### config.mk
export PLATFORM = sky130hd
export DESIGN_NAME = servant_ram_arb
export DESIGN_NICKNAME = d
export VERILOG_FILES = /design/src/rtl/servant_rr2.sv /design/src/rtl/servant_ram_arb.sv
export SDC_FILE = /design/constraint.sdc
export NUM_CORES = 1
export LEC_CHECK = 0
export BUFFER_PORTS_ARGS = -buffer_cell sky130_fd_sc_hd__buf_2
export CORE_AREA = 2 2 91 93
export CTS_BUF_LIST = sky130_fd_sc_hd__clkbuf_4 sky130_fd_sc_hd__clkbuf_8
export CTS_CLUSTER_DIAMETER = 60
export DETAILED_ROUTE_END_ITERATION = 7
export DIE_AREA = 0 0 93 95
export GPL_TIMING_DRIVEN = 0
export PLACE_DENSITY = 0.65
export SKIP_CTS_REPAIR_TIMING = 1
export SLEW_MARGIN = 20
export SYNTH_ARGS = -nofsm -noshare
export SYNTH_HDL_FRONTEND = slang
export SYNTH_SLANG_ARGS = --single-unit
### constraint.sdc
create_clock -name i_wb_clk -period 2.9 [get_ports i_wb_clk]
set_input_delay 0.145 -clock i_wb_clk [delete_from_list [all_inputs] [get_ports i_wb_clk]]
set_output_delay 0.145 -clock i_wb_clk [all_outputs]
set_load 0.01 [all_outputs]
### src/rtl/servant_rr2.sv
// Two-input round-robin picker: on a tie, the master not granted last time wins.
module servant_rr2 (
  input  logic [1:0] req,
  input  logic       last,
  output logic       valid,
  output logic       winner
);

  always_comb begin
    valid  = |req;
    winner = (req == 2'b11) ? ~last : req[1];
  end

endmodule

### src/rtl/servant_ram_arb.sv
// Two-master Wishbone arbiter in front of a servant_ram-style single-port RAM.
// One transaction at a time, round-robin, with a forced idle cycle after each grant.
module servant_ram_arb #(
  parameter int depth   = 256,
  parameter int aw      = $clog2(depth),
  parameter int TIMEOUT = 0
) (
  input  logic          i_wb_clk,
  input  logic          i_wb_rst,
  input  logic [aw-3:0] i_m0_adr,
  input  logic [31:0]   i_m0_dat,
  input  logic [3:0]    i_m0_sel,
  input  logic          i_m0_we,
  input  logic          i_m0_cyc,
  output logic [31:0]   o_m0_rdt,
  output logic          o_m0_ack,
  output logic          o_m0_err,
  input  logic [aw-3:0] i_m1_adr,
  input  logic [31:0]   i_m1_dat,
  input  logic [3:0]    i_m1_sel,
  input  logic          i_m1_we,
  input  logic          i_m1_cyc,
  output logic [31:0]   o_m1_rdt,
  output logic          o_m1_ack,
  output logic          o_m1_err,
  output logic [aw-3:0] o_ram_adr,
  output logic [31:0]   o_ram_dat,
  output logic [3:0]    o_ram_sel,
  output logic          o_ram_we,
  output logic          o_ram_cyc,
  input  logic [31:0]   i_ram_rdt,
  input  logic          i_ram_ack
);

  typedef enum logic {
    StIdle = 1'b0,
    StBusy = 1'b1
  } state_e;

  localparam int WdogW = (TIMEOUT > 0) ? $clog2(TIMEOUT + 1) : 1;
  localparam logic [WdogW-1:0] WdogMax = WdogW'((TIMEOUT > 0) ? TIMEOUT - 1 : 0);

  state_e           state_q, state_d;
  logic             gnt_q, gnt_d;
  logic             last_q, last_d;
  logic [WdogW-1:0] wdog_q, wdog_d;

  logic rr_valid;
  logic rr_winner;
  logic busy;
  logic cur_cyc;
  logic ack;
  logic timeout;

  servant_rr2 u_rr (
    .req    ({i_m1_cyc, i_m0_cyc}),
    .last   (last_q),
    .valid  (rr_valid),
    .winner (rr_winner)
  );

  // Reset gates the master-facing strobes so an abandoned transaction stays silent.
  always_comb begin
    busy    = (state_q == StBusy);
    cur_cyc = gnt_q ? i_m1_cyc : i_m0_cyc;
    ack     = busy & i_ram_ack & ~i_wb_rst;
    timeout = (TIMEOUT != 0) && busy && cur_cyc && !i_ram_ack && !i_wb_rst &&
              (wdog_q == WdogMax);

    o_ram_cyc = busy & cur_cyc & ~i_wb_rst;
    o_ram_adr = gnt_q ? i_m1_adr : i_m0_adr;
    o_ram_dat = gnt_q ? i_m1_dat : i_m0_dat;
    o_ram_sel = gnt_q ? i_m1_sel : i_m0_sel;
    o_ram_we  = gnt_q ? i_m1_we  : i_m0_we;

    o_m0_rdt = i_ram_rdt;
    o_m1_rdt = i_ram_rdt;
    o_m0_ack = ack & ~gnt_q;
    o_m1_ack = ack & gnt_q;
    o_m0_err = timeout & ~gnt_q;
    o_m1_err = timeout & gnt_q;
  end

  always_comb begin
    state_d = state_q;
    gnt_d   = gnt_q;
    last_d  = last_q;
    wdog_d  = wdog_q;
    unique case (state_q)
      StIdle: begin
        if (rr_valid) begin
          gnt_d   = rr_winner;
          state_d = StBusy;
          wdog_d  = '0;
        end
      end
      StBusy: begin
        // Ack, abort and timeout all return to idle so the RAM sees cyc low.
        if (i_ram_ack || !cur_cyc || timeout) begin
          state_d = StIdle;
          last_d  = gnt_q;
        end else begin
          wdog_d = wdog_q + 1'b1;
        end
      end
      default: state_d = StIdle;
    endcase
  end

  always_ff @(posedge i_wb_clk) begin
    if (i_wb_rst) begin
      state_q <= StIdle;
      gnt_q   <= 1'b0;
      last_q  <= 1'b1;
      wdog_q  <= '0;
    end else begin
      state_q <= state_d;
      gnt_q   <= gnt_d;
      last_q  <= last_d;
      wdog_q  <= wdog_d;
    end
  end

endmodule
; ---- After elaboration in Yosys (flattened, before gate mapping)
; Cells that the tools add are included.
[word_totals]
reg_bits = 3
latchBits = 0
mem_bits_rw = 0
rom_bits = 0
memories = 0
[classes]
add_sub_neg = 0
mul = 0
div_mod_pow = 0
n_lt_le_gt_ge = 0
n_eq_ne = 1
shifts = 0
n_mux = 9
bitwise_logic = 10
reduce_logical = 5
[op_table]
columns = op, count
row1 = 2-to-1 mux 32 bit, 1
row2 = bitwise AND 1 bit, 6
row3 = 2-to-1 mux 6 bit, 1
row4 = 2-to-1 mux 1 bit, 5
row5 = 2-to-1 mux 4 bit, 1
row6 = inverter 1 bit, 4
row7 = AND reduction 2 bit, 2
row8 = "== test 2 bit, second input constant", 1
row9 = case mux 1 bit (2 select lines), 1
row10 = OR reduction 2 bit, 1
row11 = logical NOT 1 bit, 1
row12 = logical OR 1 bit, 1

; ---- Depth between registers and ports, before layout
[logic_depth]
depth_word = 5
depth_mapped = 4
ltp_nobuf = 3

; ---- Cells and area by module
; A second synthesis with hierarchy kept.
[unflattened]
hier_cells = 136
hier_area_um2 = 1198.6
[modules_own_cells]
columns = module, n_inst, cells_each, area_each_um2, seq_area_each_um2
row1 = servant_ram_arb, 1, 134, 1184.9, 60.1
row2 = servant_rr2, 1, 2, 13.8, 0.0

; ---- Least setup slack after synthesis
; OpenSTA, ideal clock, no wires.
[synth_timing]
kind = flip-flop to output port
start = register gnt_q
end = output o_ram_dat[10]
arrival_time_ns = 0.998
required_time_ns = 2.755
path_slack_ns = 1.757
stages_incl_launch_ff = 4
n_path_buf = 2
cell_sequence = dfxtp_1 -> buf_6 -> buf_12 -> mux2_4
[synth_via]
elab_chain_len = 1
[synth_lines]
columns = item, line_no
row1 = "start, declared", servant_ram_arb.sv:44  ; logic gnt_q, gnt_d;
row2 = "start signal, assigned", servant_ram_arb.sv:118  ; gnt_q <= gnt_d;
row3 = 2-to-1 mux 32 bit, servant_ram_arb.sv:72  ; o_ram_dat = gnt_q ? i_m1_dat : i_m0_dat;
row4 = "end, declared", servant_ram_arb.sv:27  ; output logic [31:0] o_ram_dat,
; Every way passes these cells.

; ---- Final worst setup path
[layout_timing]
start = register gnt_q
end = output o_ram_dat[16]
; The elaborated chain is that of the path after synthesis.

==> metrics.cfg <==
[global_route]
grtUsageMet3=0.0176
grt_pass1_vias=1453
met1_usage=0.115
grtUsageTotal=0.0960
grt_pass1_wl_um=6700
use_met2=0.179
grt-ovfl-total=0
antenna_found_initial=0
busiest_layer=met2
grt_max_degree=11

[critical_path]
cp-end-kind=output pin
crit_fanout=10
cp_cell_sequence=buf_6 -> buf_12 -> mux2_4 -> buf_2
regToRegSetupSlack_ns=1.75
critPathKind=reg -> out
cp.arrival_ns=1.44
r2r_start=gnt_q$_SDFFE_PP0P_
crit_start=gnt_q$_SDFFE_PP0P_
critPathLaunchType=flip-flop
crit_slowest_cell=dfxtp_1
crit_required_ns=2.76
reg2reg_to=last_q$_SDFFE_PP1P_
rr_worst_depth=3
slowest_delay_ns=0.40

[pwr]
internal-power_uw=402
clkPwrFrac=0.219
leakage_uw=0.00151
p_per_area_mw_per_mm2=235
vdd_drop_max_uv=146
comb_power_share=0.698
seqPwrFrac=0.083
p_sw_uw=193
switching_share=0.324

[place]
io_buffers=200
place_congestion=0.749
hpwl_um=4570
placed_area_mm2=0.00248

[final_layout]
drive_gt1_frac=0.944
area_delta_synth_final_pct=87.8
finalInstanceArea_mm2=0.00253
final_nets=465
final_common_cell=buf_2
n_antenna_cell=0
mostFrequentLayoutCells=buf_2, buf_4, mux2_4

[routing]
vias_per_cell=3.63
wirelength_um=4960
vias=1621
drtPass1Iterations=4
ant_nets=0
route.detailed.drc=0
wl_per_cell_um=11.1
drt_iter0_markers=16

[synthesis]
yosysTopAreaCell=buf_4
synth.top_cell.area_share=0.373
yosysUniqueCellTypes=21
synth-seq-cells=3
synth_area_leaders=buf_4, mux2_4, mux2_2
synth_warnings=0
synth-seq-area-share=0.0445
post_synth_inst_count=136
syn_area_mm2=0.00135
syn_area_per_cell_um2=9.92

[sta]
hold_viol=0
min_period_ns=1.59
min_period_over_period=0.548
setup_viol=0
fin_skew_ns=0.00212
rsz0062_at_grt=no
slew_violations=0
tns_ns=0
max_freq_mhz=629

[floorplanning]
num_io_pins=235
initial_core_util=0.170
core_mm2=0.00793
rows=33
die_area_mm2=0.00884
die_width_um=93
die_h_um=95

[cts]
cts_buffers=3
cts_htree_levels=1
clock_path_buffers=2
path_clk_slew_ns=0.03
clkSinkCount=3
clockRootBuffer=clkbuf_8
clock_latency_ns=0.21
cts_tree=built

[min_path]
min_path_type=in -> reg
hold_path_depth=2
hp-start=i_wb_rst
min_to=gnt_q$_SDFFE_PP0P_

[outcome]
status=finished, final reports clean

[run]
drv_cap=0

## power groups by stage
stage	logic (uW)	registers [uW]	clock network [uW]
2_1_floorplan	252	48.8	0
3_3_place_gp	415	49.7	0
3_5_place_dp	421	49.8	0
4_1_cts	422	49.2	134
5_1_grt	449	49.8	140
6_report	415	49.3	130
## final cells by class
type	count	area [um^2]
plain buffers	71	574
fillers	867	5390
clock buffers	4	48.8
well taps	105	131
repair buffers	200	1000
flip-flops and latches	3	60.1
inverters	3	11.3
multi-input cells	60	707
## layer usage
layer / routed length (um) / up-vias / share of wire
met3: 355 / 2 / 0.072
li1: - / 801 / -
met2: 2820 / 84 / 0.57
met1: 1770 / 734 / 0.36
met5: 0 / - / 0
met4: 10 / 0 / 0.0020
## how the worst max path moves through the flow
stage / endpoint / slack [ns]
2_1_floorplan: o_ram_dat[10] / 1.76
3_5_place_dp: o_ram_dat[16] / 1.51
6_report: o_ram_dat[16] / 1.31
3_3_place_gp: o_ram_dat[23] / 1.52
5_1_grt: o_ram_dat[16] / 1.23
4_1_cts: o_ram_dat[16] / 1.28
## state kept, by name, summed over array words and instances (netlist names)
signal and flops:
busy 1, gnt_q 1, last_q 1
## cell families (layout without fill, tap and decap cells)
logic type | Yosys count | after routing | share of synthesized area
buffers and inverters | 74 | 278 | 0.434
multiplexers | 44 | 44 | 0.444
AND/OR/NAND/NOR | 8 | 8 | 0.0380
AO/OA/AOI/OAI | 6 | 6 | 0.0362
flip-flops | 3 | 3 | 0.0445
other | 1 | 2 | 0.00278
## stage by stage
stage | cells | total power (uW) | hold slack (ns) | utilization | setup WS [ns]
6_report | 446 | 595 | 0.176 | 0.320 | 1.31
3_3_place_gp | 442 | 464 | 0.385 | 0.313 | 1.52
3_5_place_dp | 442 | 471 | 0.393 | 0.313 | 1.51
4_1_cts | 446 | 606 | 0.169 | 0.320 | 1.28
5_1_grt | 446 | 639 | 0.186 | 0.320 | 1.23
2_1_floorplan | 137 | 301 | 0.207 | - | 1.76
## critical path, delay by kind of cell (launching register included)
kind / cells / cell delay (ns)
buffers and inverters: 3 / 0.52
DFF: 1 / 0.40
muxes: 1 / 0.30
## cell usage after synthesis
cell type,n
nor4b_2,1
o22a_1,1
mux2i_2,1
nand2_1,1
nor2b_1,1
mux2_4,27
o22ai_1,1
conb_1,1
inv_1,3
and4b_1,1
nor3_1,1
a21oi_2,1
nor2_1,3
o21ai_2,1
o211ai_1,1
mux2_2,16
a211o_1,1
buf_12,3
buf_6,1
dfxtp_1,3
buf_4,67
No activity file was read; power rests on OpenSTA's default activity.
